`config.mk`:
```
export PLATFORM = sky130hd
export DESIGN_NAME = m_7seg_scan
export DESIGN_NICKNAME = d
export VERILOG_FILES = /design/src/rtl/m_7seg_scan.sv
export SDC_FILE = /design/constraint.sdc
export NUM_CORES = 1
export LEC_CHECK = 0
export BUFFER_PORTS_ARGS = -buffer_cell sky130_fd_sc_hd__buf_2
export CORE_ASPECT_RATIO = 1.5
export CORE_MARGIN = 2
export CORE_UTILIZATION = 40
export CTS_CLUSTER_SIZE = 24
export DETAILED_ROUTE_END_ITERATION = 7
export PLACE_DENSITY = 0.67
export RECOVER_POWER = 100
export SETUP_SLACK_MARGIN = 0.4
export SLEW_MARGIN = 5
export SYNTH_ARGS = -nofsm -noshare
export SYNTH_HDL_FRONTEND = slang
export SYNTH_SLANG_ARGS = --single-unit
```
`constraint.sdc`:
```
create_clock -name w_clk -period 2.2 [get_ports w_clk]
set_input_delay 0.22 -clock w_clk [delete_from_list [all_inputs] [get_ports w_clk]]
set_output_delay 0.22 -clock w_clk [all_outputs]
set_load 0.005 [all_outputs]
```
`src/rtl/m_7seg_scan.sv`:
```
// Time-multiplexed multi-digit 7-segment driver: hex/BCD decode, leading-zero
// suppression, per-digit decimal point, and a blank cycle at the start of each slot.
module m_7seg_scan #(
  parameter int NDIGITS    = 4,
  parameter int DIV        = 1000,
  parameter int ACTIVE_LOW = 0
) (
  input  logic                   w_clk,
  input  logic                   w_rst,
  input  logic                   w_we,
  input  logic [4*NDIGITS-1:0]   w_data,
  input  logic [NDIGITS-1:0]     w_dp,
  input  logic                   w_hex,
  input  logic                   w_lzs,
  output logic [6:0]             r_seg,
  output logic                   r_dp,
  output logic [NDIGITS-1:0]     r_an,
  output logic [2:0]             r_idx
);
  localparam int   PW  = $clog2(DIV);
  localparam logic INV = (ACTIVE_LOW != 0);

  logic [PW-1:0]                 p;
  logic [2:0]                    k;
  logic [NDIGITS-1:0][3:0]       data_q;
  logic [NDIGITS-1:0]            dp_q;
  logic                          hex_q, lzs_q;

  logic [NDIGITS-1:0]            zero_up;
  logic [NDIGITS-1:0][6:0]       seg_d;
  logic [6:0]                    seg_k;
  logic                          dp_k;
  logic [NDIGITS-1:0]            an_k;

  function automatic logic [6:0] dec7(input logic [3:0] n, input logic hex);
    case (n)
      4'h0: dec7 = 7'b1111110;
      4'h1: dec7 = 7'b0110000;
      4'h2: dec7 = 7'b1101101;
      4'h3: dec7 = 7'b1111001;
      4'h4: dec7 = 7'b0110011;
      4'h5: dec7 = 7'b1011011;
      4'h6: dec7 = 7'b1011111;
      4'h7: dec7 = 7'b1110000;
      4'h8: dec7 = 7'b1111111;
      4'h9: dec7 = 7'b1111011;
      4'hA: dec7 = hex ? 7'b1110111 : 7'b0000000;
      4'hB: dec7 = hex ? 7'b0011111 : 7'b0000000;
      4'hC: dec7 = hex ? 7'b1001110 : 7'b0000000;
      4'hD: dec7 = hex ? 7'b0111101 : 7'b0000000;
      4'hE: dec7 = hex ? 7'b1001111 : 7'b0000000;
      default: dec7 = hex ? 7'b1000111 : 7'b0000000;
    endcase
  endfunction

  // zero_up[i]: every nibble from digit i up to the top is zero
  for (genvar i = 0; i < NDIGITS; i++) begin : g_dig
    assign zero_up[i] = ((data_q >> (4*i)) == '0);
    assign seg_d[i]   = (lzs_q && (i != 0) && zero_up[i]) ? 7'b0 : dec7(data_q[i], hex_q);
  end

  always_comb begin
    seg_k = '0;
    dp_k  = 1'b0;
    an_k  = '0;
    for (int i = 0; i < NDIGITS; i++) begin
      if (k == 3'(i)) begin
        seg_k   = seg_d[i];
        dp_k    = dp_q[i];
        an_k[i] = 1'b1;
      end
    end
  end

  always_ff @(posedge w_clk) begin
    if (w_rst) begin
      p      <= '0;
      k      <= '0;
      data_q <= '0;
      dp_q   <= '0;
      hex_q  <= 1'b0;
      lzs_q  <= 1'b0;
      r_seg  <= {7{INV}};
      r_dp   <= INV;
      r_an   <= {NDIGITS{INV}};
      r_idx  <= '0;
    end else begin
      if (p == PW'(DIV-1)) begin
        p <= '0;
        k <= (k == 3'(NDIGITS-1)) ? 3'd0 : k + 3'd1;
      end else begin
        p <= p + PW'(1);
      end
      if (w_we) begin
        data_q <= w_data;
        dp_q   <= w_dp;
        hex_q  <= w_hex;
        lzs_q  <= w_lzs;
      end
      r_idx <= k;
      // first cycle of each slot is dark so the previous digit cannot ghost
      if (p == '0) begin
        r_seg <= {7{INV}};
        r_dp  <= INV;
        r_an  <= {NDIGITS{INV}};
      end else begin
        r_seg <= seg_k ^ {7{INV}};
        r_dp  <= dp_k ^ INV;
        r_an  <= an_k ^ {NDIGITS{INV}};
      end
    end
  end
endmodule

```
==> results by group, run 1 <==
Synthesis
  • Sequential element share of the synthesized area: 31.63%
  • Synthesized cell area: 3164 um^2
  • Mux cell area share after synthesis: 8.304%
  • Synth Area in Compound Gates: 25.46%
  • Net count after synthesis: 432
  • Adder-cell share of the synthesized area: 2.372%
  • Ys flop type: dfxtp_1
  • Cell count after synthesis: 401
  • Largest family of logic cells by synthesized area: compound AO/OA/AOI/OAI gates
  • Asr flop ratio synth: 0%
  • Count of cell types in the netlist: 62
  • Flops & latches, synth: 50
  • Yosys warning count: 0
  • EDFF count, synth: 0
  • Syn_area_per_cell: 7.891 um^2
  • Post-synthesis simple-gate area fraction: 23.72%
  • Post-Synth XOR/XNOR Area: 2.214%

Run status
  • Outcome: finished, violations left
  • Failing checks: max-capacitance violations, max-slew violations

Timing
  • Final Worst Setup Slack: 0.2663 ns
  • Final setup viols: 0
  • Max frequency: 517.1 MHz
  • Final Hold Viols: 0
  • Post-route minimum period: 1.934 ns
  • Final Cycle Share: 87.90%
  • Total negative slack: 0 ns
  • RSZ-0062 raised after global routing: yes
  • Fin Clk Skew: 0.006719 ns
  • Final slew viol count: 23
  • Worst-Margin Slew: 1.642 ns
  • Slew headroom: -9.441%
  • Hold slack final: 0.1517 ns

Critical path
  • Crit path DAT: 2.11 ns
  • Crit Path Category: flip-flop to flip-flop
  • Max Fanout on Critical Path: 5
  • Worst Path Required: 2.38 ns
  • Crit path capture type: flip-flop
  • Crit path launch type: flip-flop

Cells and area
  • Area growth from synthesis to layout: 17.08%
  • Post-layout util: 48.36%
  • Final instance area: 3705 um^2
  • Final net count: 463
  • Fraction of final layout cells sized beyond drive strength 1: 20.55%
  • Diodes inserted: 0
  • Non-Filler Instances: 535

Power
  • Leak: 1.462 nW
  • Worst vdd ir: 0.3488 mV
  • Pwr Density: 621.8 nW/um^2
  • Final Power: 2.304 mW

Drt
  • ANT nets after route: 0
  • Max layer used: met4
  • Vias: 2,995
  • Routed WL per cell: 14.88 um
  • Initial DRC Count: 145
  • Met1 wire length: 3170 um
  • DR DRC count: 0
  • Final wirelength: 7959 um
  • Vias per Instance: 5.598
  • Metal2 WL: 4211 um
  • Met3 wire length: 294 um
  • Pre-Repair DR Iteration Count: 4

Clock network
  • Clock tree from TritonCTS: built
  • Root buf cell: clkbuf_16
  • Clock transition at path regs: 0.07 ns
  • CTS Buf Count: 5
  • H-tree Lvls: 2
  • Sink Count: 50
  • Max Buffers Root-to-Sink: 2
  • Clock latency on the worst-skew pair: 0.30 ns

Die
  • # rows: 39
  • IO Pins: 40
  • Initial Utilization: 41.30%
  • Die Y: 112.9 um
  • Die W: 76.62 um
  • Die area: 8653 um^2
  • Core area: 7661 um^2

Global route
  • Vias in the first global route: 2,792
  • Largest net degree at the start of global routing: 32
  • Total gr overflow: 0
  • Tot GR Track Use: 19.07%
  • Initial antenna violation count: 0
  • First-pass GRT wire length: 13,190 um

Placed design
  • DP Cell Count: 516
  • Hpwl dp: 5760 um
  • Post-DP Area: 3407 um^2
  • Routability cong.: 0.8944
  • Port Buffer Count: 39
  • DP Worst Slack: 0.2056 ns

Min path
  • Hold Crit Class: input port to flip-flop

Run
  • Max cap viols: 1
cell families after synthesis:
kind of cell | after synthesis
XOR/XNOR | 8
multiplexers | 26
buffers and inverters | 49
flip-flops | 50
adder cells (fa/ha/maj) | 6
AO/OA/AOI/OAI | 117
AND/OR/NAND/NOR | 145
layout make-up:
class | instances | area [um^2]
Tap cell | 102 | 127.6
Clock inverter | 3 | 45.04
Multi-Input combinational cell | 302 | 2004
Clock buffer | 5 | 125.1
Fill cell | 792 | 3956
Inverter | 15 | 56.30
Timing Repair Buffer | 58 | 330.3
Sequential cell | 50 | 1016
report_power, final:
part           internal, mW  switching (mW)  total, mW  leakage (nW)
Combinational         0.190           0.197      0.387         0.973
Clock                 0.537           0.358      0.894        0.0760
Sequential            0.952          0.0708       1.02         0.413
Yosys cell counts (8+ instances only):
library cell | number | share of area [%]
clkbuf_1 | 25 | 3.0
mux2i_1 | 24 | 7.6
nor2_1 | 54 | 6.4
o221ai_1 | 8 | 2.2
nor2b_1 | 9 | 1.8
o22ai_1 | 9 | 1.8
o21ai_0 | 16 | 2.5
a21oi_1 | 30 | 4.7
nand2b_1 | 15 | 3.0
dfxtp_1 | 50 | 32
nand2_1 | 23 | 2.7
nand3_1 | 11 | 1.7
inv_1 | 15 | 1.8
worst max-delay path: stages (launching register included):
cell      delay (ns)
dfxtp_1         0.35
or3_1           0.47
nor4b_2         0.48
nor2_1          0.14
a22oi_1         0.27
a211oi_1        0.11
metal layers:
metal / GRT usage [%] / up-vias
met4: 10.30 / 0
li1: - / 1512
met1: 20.68 / 1398
met2: 34.99 / 66
met5: 0 / -
met3: 3.349 / 19
repair_timing:
item / in CTS / in global routing
gates resized for setup: 10 / 16
hold endpoints to repair: 0 / 0
setup endpoints to repair: 7 / 7
setup buffers: 1 / 10
pin swaps: 2 / 1
hold buffers: 0 / 0
cell usage in the layout, fill, tap and decap left out, types with 5 or more instances in the layout:
cell type	count
nand2b_1	15
o211ai_1	6
a21oi_1	29
o221ai_1	8
buf_2	33
nor2b_1	8
inv_1	15
mux2i_1	24
nand3_1	11
dfxtp_2	9
nor2_1	54
buf_4	17
clkbuf_16	5
nand2_1	23
dfxtp_1	40
clkbuf_1	6
o21ai_0	16
a22oi_1	5
o22ai_1	9
or2_2	5
flip-flops by register name, indices dropped and copies added (netlist names):
signal,count
lzs_q,1
r_idx,3
r_seg,7
p,10
r_an,4
data_q,16
k,3
hex_q,1
r_dp,1
dp_q,4
final timing paths:
path / from / end / slack [ns] / cells past startpoint
min reg2reg: p[0] / p[0] / 0.47 / 1
max: data_q[13] / r_seg[4] / 0.27 / 5
min: w_data[13] / data_q[13] / 0.15 / 3
max reg2reg: data_q[13] / r_seg[4] / 0.27 / 5
No activity file was read; power rests on OpenSTA's default activity.
==> inputs of run 2 (changes only) <==
--- a/config.mk
+++ b/config.mk
@@ -5,9 +5,10 @@
 export SDC_FILE = /design/constraint.sdc
 export NUM_CORES = 1
 export LEC_CHECK = 0
+export ABC_AREA = 1
 export BUFFER_PORTS_ARGS = -buffer_cell sky130_fd_sc_hd__buf_2
 export CORE_ASPECT_RATIO = 1.5
-export CORE_MARGIN = 2
+export CORE_MARGIN = 3
 export CORE_UTILIZATION = 40
 export CTS_CLUSTER_SIZE = 24
 export DETAILED_ROUTE_END_ITERATION = 7
==> run 2 against run 1 <==
Effect of this change: the run now ends clean; critical path depth is 5 higher; worst hold slack worse by 0.0073 ns; utilization is 0.87 points lower; final cell count is 26% higher; clock power is 11% lower; count of clock-buffer cells in the layout is 1 higher; clock skew is 0.0015 ns lower.
==> results by group, run 2 <==
Run status
  • Outcome: finished clean (was finished, violations left)

Placed design
  • Port Buffer Count: 39 (unchanged)
  • Routability cong.: 0.9891 (was 0.8944)
  • Hpwl dp: 7233 um (was 5760 um)

Timing
  • Slew headroom: 61.25% (was -9.441%)
  • Final slew viol count: 0 (was 23)
  • Final Hold Viols: 0 (unchanged)
  • Fin Clk Skew: 0.005249 ns (was 0.006719 ns)
  • Final Cycle Share: 79.37% (was 87.90%)
  • Max frequency: 572.7 MHz (was 517.1 MHz)
  • Worst-Margin Slew: 0.5813 ns (was 1.642 ns)
  • Total negative slack: 0 ns (unchanged)
  • Final setup viols: 0 (unchanged)
  • Post-route minimum period: 1.746 ns (was 1.934 ns)
  • RSZ-0062 raised after global routing: yes (unchanged)

Cells and area
  • Fraction of final layout cells sized beyond drive strength 1: 12.37% (was 20.55%)
  • Most frequent cells in the layout: nand2_1 (129), nor2_1 (93), inv_1 (63) (was nor2_1 (54), dfxtp_1 (40), buf_2 (33))
  • Most common cell after layout, fill and taps aside: nand2_1 (was nor2_1)
  • Top Registers: data_q (16), p (10), r_seg (7) (unchanged)
  • Max reg flops: 16 (unchanged)
  • Area growth from synthesis to layout: 14.34% (was 17.08%)
  • Final-layout fill cell count: 860 (was 792)
  • Final net count: 604 (was 463)
  • Diodes inserted: 0 (unchanged)
  • Largest reg by FF count: data_q (unchanged)
  • Post-layout util: 47.48% (was 48.36%)

Drt
  • Vias per Instance: 5.180 (was 5.598)
  • Pre-Repair DR Iteration Count: 4 (unchanged)
  • Final wirelength: 9136 um (was 7959 um)
  • Vias: 3,502 (was 2,995)
  • DR DRC count: 0 (unchanged)
  • Initial DRC Count: 163 (was 145)
  • Routed WL per cell: 13.51 um (was 14.88 um)
  • ANT nets after route: 0 (unchanged)

Synthesis
  • Syn_area_per_cell: 5.996 um^2 (was 7.891 um^2)
  • Ys flop type: dfxtp_1 (unchanged)
  • Yosys warning count: 0 (unchanged)
  • EDFF count, synth: 0 (unchanged)
  • Post-synth top cells: nand2_1 (129), nor2_1 (93), inv_1 (63), dfxtp_1 (50), o21ai_0 (44) (was nor2_1 (54), dfxtp_1 (50), a21oi_1 (30), clkbuf_1 (25), mux2i_1 (24))
  • Flops & latches, synth: 50 (unchanged)
  • Synth top area share: 31.26% (was 31.63%)
  • Asr flop ratio synth: 0% (unchanged)
  • Sequential element share of the synthesized area: 31.26% (was 31.63%)
  • Top cells by area, synth: dfxtp_1 (31%), nand2_1 (15%), nor2_1 (11%), inv_1 (7.4%), o21ai_0 (6.9%) (was dfxtp_1 (32%), mux2i_1 (7.6%), nor2_1 (6.4%), a21oi_1 (4.7%), clkbuf_1 (3.0%))
  • Net count after synthesis: 565 (was 432)
  • Synthesized cell area: 3202 um^2 (was 3164 um^2)
  • Cell with the most instances after synthesis: nand2_1 (was nor2_1)
  • Count of cell types in the netlist: 33 (was 62)
  • Cell count after synthesis: 534 (was 401)
  • Area leader, netlist: dfxtp_1 (unchanged)

Critical path
  • FF-to-FF path depth: 10 (was 5)
  • FF-to-FF Start: p[0] (was data_q[13])
  • Worst Path Required: 2.39 ns (was 2.38 ns)
  • Critical Path Most Common Cell: inv_1
  • Crit path DAT: 1.94 ns (was 2.11 ns)
  • Reg2Reg Setup Slack: 0.45 ns (was 0.27 ns)
  • Crit path launch type: flip-flop (unchanged)
  • Crit Path Category: flip-flop to flip-flop (unchanged)
  • Crit-path slowest cell: dfxtp_1 (was nor4b_2)
  • Crit path capture type: flip-flop (unchanged)
  • Critical path's largest stage delay: 0.35 ns (was 0.48 ns)
  • CP Cell Sequence: ha_1, nand3_1, nor3_1, and2_0, inv_1, nand2_4, inv_1, o21ai_2, o21ai_0, o21a_1 (was or3_1, nor4b_2, nor2_1, a22oi_1, a211oi_1)
  • Max Fanout on Critical Path: 8 (was 5)
  • Reg2reg end: p[8] (was r_seg[4])

Global route
  • First-pass GRT wire length: 15,140 um (was 13,190 um)
  • Initial antenna violation count: 0 (unchanged)
  • Tot GR Track Use: 20.88% (was 19.07%)
  • Vias in the first global route: 3,413 (was 2,792)
  • Largest net degree at the start of global routing: 40 (was 32)
  • Total gr overflow: 0 (unchanged)

Die
  • Initial Utilization: 41.53% (was 41.30%)
  • Die Y: 115.6 um (was 112.9 um)
  • # rows: 39 (unchanged)
  • Die W: 79.05 um (was 76.62 um)
  • IO Pins: 40 (unchanged)
  • Core area: 7710 um^2 (was 7661 um^2)
  • Die area: 9136 um^2 (was 8653 um^2)

Clock network
  • Clock transition at path regs: 0.06 ns (was 0.07 ns)
  • CTS resizes: 0 (was 10)
  • CTS Buf Count: 5 (unchanged)
  • Sink Count: 50 (unchanged)
  • Clock latency on the worst-skew pair: 0.30 ns (about the same)
  • H-tree Lvls: 2 (unchanged)
  • Clock tree from TritonCTS: built (unchanged)
  • Max Buffers Root-to-Sink: 2 (unchanged)
  • Hold-fix buffers, CTS: 0 (unchanged)
  • Post-CTS Repair Setup Buffers: 0 (was 1)
  • Root buf cell: clkbuf_16 (unchanged)

Power
  • Worst vdd ir: 0.5031 mV (was 0.3488 mV)
  • Leak: 1.756 nW (was 1.462 nW)
  • Pwr Density: 613.4 nW/um^2 (was 621.8 nW/um^2)

Min path
  • Worst min-delay path startpoint: w_lzs (was w_data[13])
  • Hold Crit Class: input port to flip-flop (unchanged)
  • Hold path endpoint: lzs_q (was data_q[13])
  • Hold Crit Depth: 3 (unchanged)

Run
  • Max cap viols: 0 (was 1)
==> run 2: changes by cell type in the layout (fill, tap and decap cells not counted), sizes merged, moves of 15 or more <==
| cell | delta |
|---|---|
| nor2 | +47 |
| inv | +54 |
| nand2b | -15 |
| buf | -18 |
| mux2i | -24 |
| nand2 | +108 |
| nand3 | +31 |
| o21ai | +32 |
==> run 2: kinds of logic after synthesis <==
logic type	share of synthesized area, %
compound gates	16.57
fa+ha+maj	2.345
buf+inv	9.926
flops	31.26
simple gates	39.90
==> run 2: layout make-up <==
| cell class | count | area (um^2) | share of cell area, % |
|---|---|---|---|
| multi-input cells | 403 | 1903 | 51.98 |
| flip-flops and latches | 50 | 1003 | 27.41 |
| inverters | 70 | 266.5 | 7.280 |
| repair buffers | 43 | 209.0 | 5.707 |
| clock buffers | 6 | 138.9 | 3.794 |
| well taps | 102 | 127.6 | 3.486 |
| clock inverters | 2 | 12.51 | 0.3418 |
==> run 2: power breakdown <==
group	internal [mW]	total (mW)	switching, mW
logic	0.154	0.452	0.298
clock network	0.451	0.797	0.347
registers	0.954	0.996	0.0420
total	1.56	2.25	0.686
==> run 2: metal layers <==
layer | wire length (um) | global-route usage, % | up-vias
li1 | - | - | 1796
met1 | 3665 | 22.59 | 1573
met2 | 4739 | 38.98 | 101
met3 | 387 | 3.266 | 32
met4 | 344 | 10.21 | 0
met5 | 0 | 0 | -
==> run 2: worst max path at each step <==
stage	startpoint	to	slack [ns]	depth (start not counted)
6_report	p[0]	p[8]	0.45	10
5_1_grt	p[0]	p[8]	0.27	10
4_1_cts	k[0]	r_seg[6]	0.44	12
3_5_place_dp	k[0]	r_seg[6]	0.46	12
3_3_place_gp	hex_q	r_seg[2]	0.47	11
2_1_floorplan	k[0]	r_seg[6]	0.74	12
==> run 2: worst max-delay path, delay by kind of cell (launching register included) <==
kind,cells,cell delay [ns]
simple gates,4,0.60
compound gates,3,0.28
flops,1,0.35
buf+inv,2,0.21
fa+ha+maj,1,0.20
==> run 2: stage by stage <==
step	cells	power [mW]	setup slack [ns]	area [um^2]	hold WS, ns
after global placement	668	1.465	0.4738	3500	0.4289
after floorplan	534	1.322	0.7429	3202	0.2924
after global routing	676	2.363	0.2720	3661	0.1613
after detailed placement	668	1.462	0.4614	3500	0.4391
after CTS	676	2.261	0.4365	3651	0.1412
final	676	2.246	0.4539	3661	0.1444
==> inputs of run 3 (changes only) <==
--- a/config.mk
+++ b/config.mk
@@ -12,7 +12,7 @@
 export CORE_UTILIZATION = 40
 export CTS_CLUSTER_SIZE = 24
 export DETAILED_ROUTE_END_ITERATION = 7
-export PLACE_DENSITY = 0.67
+export PLACE_DENSITY = 0.69
 export RECOVER_POWER = 100
 export SETUP_SLACK_MARGIN = 0.4
 export SLEW_MARGIN = 5
==> constraint.sdc (replaced) <==
create_clock -name w_clk -period 1.53 [get_ports w_clk]
set_input_delay 0.153 -clock w_clk [delete_from_list [all_inputs] [get_ports w_clk]]
set_output_delay 0.153 -clock w_clk [all_outputs]
set_load 0.005 [all_outputs]
==> run 3 against run 2 <==
Effect of this change: design area is 27% higher; highest routed layer unchanged; routed wire length is 13% higher; first-iteration DRC count is 7.4% higher; critical path depth is 1 lower; sequential power is 46% higher; sequential share of layout area is 4.7 points lower; flip-flop and latch count stayed put; combinational power is 98% higher; worst setup slack worse by 0.42 ns; clock power is 63% higher; final cell count is 7.1% higher; utilization is 13 points higher.
==> results by group, run 3 (synthesized netlist as in run 2, its figures left out) <==
Clock network
  • H-tree Lvls: 2 (unchanged)
  • Clock transition at path regs: 0.07 ns (was 0.06 ns)
  • Hold-fix buffers, CTS: 0 (unchanged)
  • Root buf cell: clkbuf_16 (unchanged)
  • Clock tree from TritonCTS: built (unchanged)
  • Max Buffers Root-to-Sink: 2 (unchanged)
  • Clock latency on the worst-skew pair: 0.29 ns (was 0.30 ns)
  • CTS Buf Count: 5 (unchanged)
  • Sink Count: 50 (unchanged)

Global route
  • Met2 usage: 43.81% (was 38.98%)
  • Vias in the first global route: 3,747 (was 3,413)
  • Initial antenna violation count: 0 (unchanged)
  • Largest net degree at the start of global routing: 25 (was 40)
  • GR Layer Usage met1: 23.42% (was 22.59%)
  • Busiest grt layer: met2 (unchanged)
  • Total gr overflow: 0 (unchanged)
  • Grt met3 use: 3.110% (was 3.266%)
  • Tot GR Track Use: 22.68% (was 20.88%)
  • First-pass GRT wire length: 16,420 um (was 15,140 um)

Cells and area
  • Max reg flops: 16 (unchanged)
  • Largest reg by FF count: data_q (unchanged)
  • Final net count: 653 (was 604)
  • Final-layout fill cell count: 734 (was 860)
  • Diodes inserted: 0 (unchanged)
  • Footprint of the multi-input gates: 2385 um^2 (was 1903 um^2)
  • Most frequent cells in the layout: nand2_1 (110), nor2_1 (62), buf_4 (42) (was nand2_1 (129), nor2_1 (93), inv_1 (63))
  • Area growth from synthesis to layout: 45.64% (was 14.34%)
  • Most common cell after layout, fill and taps aside: nand2_1 (unchanged)
  • Post-layout util: 60.48% (was 47.48%)
  • Top Registers: data_q (16), p (10), r_seg (7) (unchanged)
  • Non-Filler Instances: 724 (was 676)
  • Fraction of final layout cells sized beyond drive strength 1: 44.05% (was 12.37%)
  • Register Area: 1057 um^2 (was 1003 um^2)

Critical path
  • Crit Path Category: flip-flop to flip-flop (unchanged)
  • Crit path capture type: flip-flop (unchanged)
  • Crit path DAT: 1.73 ns (was 1.94 ns)
  • Critical Path Most Common Cell: nand2_1 (was inv_1)
  • CP Cell Sequence: inv_4, buf_4, ha_1, nand3_2, a21oi_2, nand2_1, nand2_1, nand2_1, a21oi_2 (was ha_1, nand3_1, nor3_1, and2_0, inv_1, nand2_4, inv_1, o21ai_2, o21ai_0, o21a_1)
  • Crit-path slowest cell: dfxtp_4 (was dfxtp_1)
  • Crit path launch type: flip-flop (unchanged)
  • Max Fanout on Critical Path: 4 (was 8)
  • Worst Path Required: 1.76 ns (was 2.39 ns)
  • Critical path's largest stage delay: 0.37 ns (was 0.35 ns)
  • FF-to-FF path depth: 9 (was 10)

Timing
  • RSZ-0062 raised after global routing: yes (unchanged)
  • Final Hold Viols: 0 (unchanged)
  • Final slew viol count: 0 (unchanged)
  • Worst-Margin Slew: 0.3686 ns (was 0.5813 ns)
  • Max frequency: 666.8 MHz (was 572.7 MHz)
  • Fin Clk Skew: 0.003775 ns (was 0.005249 ns)
  • Final setup viols: 0 (unchanged)
  • Final Cycle Share: 98.01% (was 79.37%)
  • Post-route minimum period: 1.500 ns (was 1.746 ns)
  • Slew headroom: 75.34% (was 61.25%)

Power
  • Worst vdd ir: 0.7789 mV (was 0.5031 mV)
  • Leak: 2.160 nW (was 1.756 nW)
  • Pwr Density: 782.6 nW/um^2 (was 613.4 nW/um^2)
  • Final Power: 3.649 mW (was 2.246 mW)

Die
  • Initial Utilization: 41.53% (unchanged)
  • Die area: 9136 um^2 (unchanged)
  • Core area: 7710 um^2 (unchanged)
  • Die Y: 115.6 um (unchanged)
  • IO Pins: 40 (unchanged)
  • Die W: 79.05 um (unchanged)
  • # rows: 39 (unchanged)

Drt
  • Vias: 3,784 (was 3,502)
  • Initial DRC Count: 175 (was 163)
  • Final wirelength: 10,350 um (was 9136 um)
  • ANT nets after route: 0 (unchanged)
  • DR DRC count: 0 (unchanged)
  • Pre-Repair DR Iteration Count: 5 (was 4)
  • Vias per Instance: 5.227 (was 5.180)
  • Routed WL per cell: 14.30 um (was 13.51 um)

Run status
  • Outcome: finished clean (unchanged)

Placed design
  • Routability cong.: 0.8873 (was 0.9891)
  • Port Buffer Count: 39 (unchanged)
  • DP Cell Count: 698 (was 668)
  • Hpwl dp: 7488 um (was 7233 um)

Min path
  • Hold Crit Class: input port to flip-flop (unchanged)
  • Hold Crit Depth: 3 (unchanged)

Run
  • Max cap viols: 0 (unchanged)
run 3: cell count changes in the layout (fill, tap and decap cells not counted), sizes merged:
cell	delta
clkinv	-1
buf	+59
clkinvlp	-1
bufinv	+1
inv	+1
clkbuf	-11
run 3: path summary, 6_finish.rpt:
| kind | startpoint | end | slack, ns |
|---|---|---|---|
| max | k[0] | r_seg[0] | 0.03 |
| min | w_dp[0] | dp_q[0] | 0.09 |
| max reg2reg | k[0] | r_seg[0] | 0.03 |
| min reg2reg | p[8] | p[8] | 0.49 |
run 3: area by class of cell:
| cell class | count | area share (%) |
|---|---|---|
| Multi-Input combinational cell | 403 | 51.14 |
| Sequential cell | 50 | 22.67 |
| Timing Repair Buffer | 91 | 13.44 |
| Inverter | 70 | 6.225 |
| Clock buffer | 6 | 2.978 |
| Tap cell | 102 | 2.737 |
| Clock inverter | 1 | 0.6439 |
| Timing Repair inverter | 1 | 0.1610 |
run 3: critical path, delay by kind of cell, from the launching register on:
kind	cells	cell delay (ns)
DFF	1	0.37
AOI/OAI and AO/OA	2	0.36
and+or+nand+nor	4	0.35
adders and majority gates	1	0.19
buffers and inverters	2	0.16
run 3: power breakdown:
group | internal, mW | switching, mW | total, mW
clock network | 0.808 | 0.495 | 1.30
logic | 0.363 | 0.532 | 0.895
registers | 1.37 | 0.0819 | 1.45
run 3: per-stage QoR:
stage / hold WS [ns] / TNS (ns) / setup slack [ns] / area, um^2
floorplan: 0.2254 / 0 / 0.1936 / 3307
global placement: 0.3846 / -0.1775 / -0.04576 / 3820
detailed placement: 0.3895 / -0.1186 / -0.05169 / 3820
CTS: 0.08453 / 0 / 0.06530 / 4412
global route: 0.09851 / -0.2886 / -0.06350 / 4663
finish: 0.08541 / 0 / 0.03037 / 4663
run 3: what timing repair did:
action | in CTS | in global routing
endpoints found under the setup margin | 25 | 25
gates cloned | 1 | 0
resized for setup | 117 | 69
pin swaps | 29 | 23
setup buffers | 11 | 7
run 3: per-layer routing:
metal | vias up | wire (um)
li1 | 1897 | -
met1 | 1740 | 3902
met2 | 100 | 5608
met3 | 47 | 308
met4 | 0 | 533
met5 | - | 0
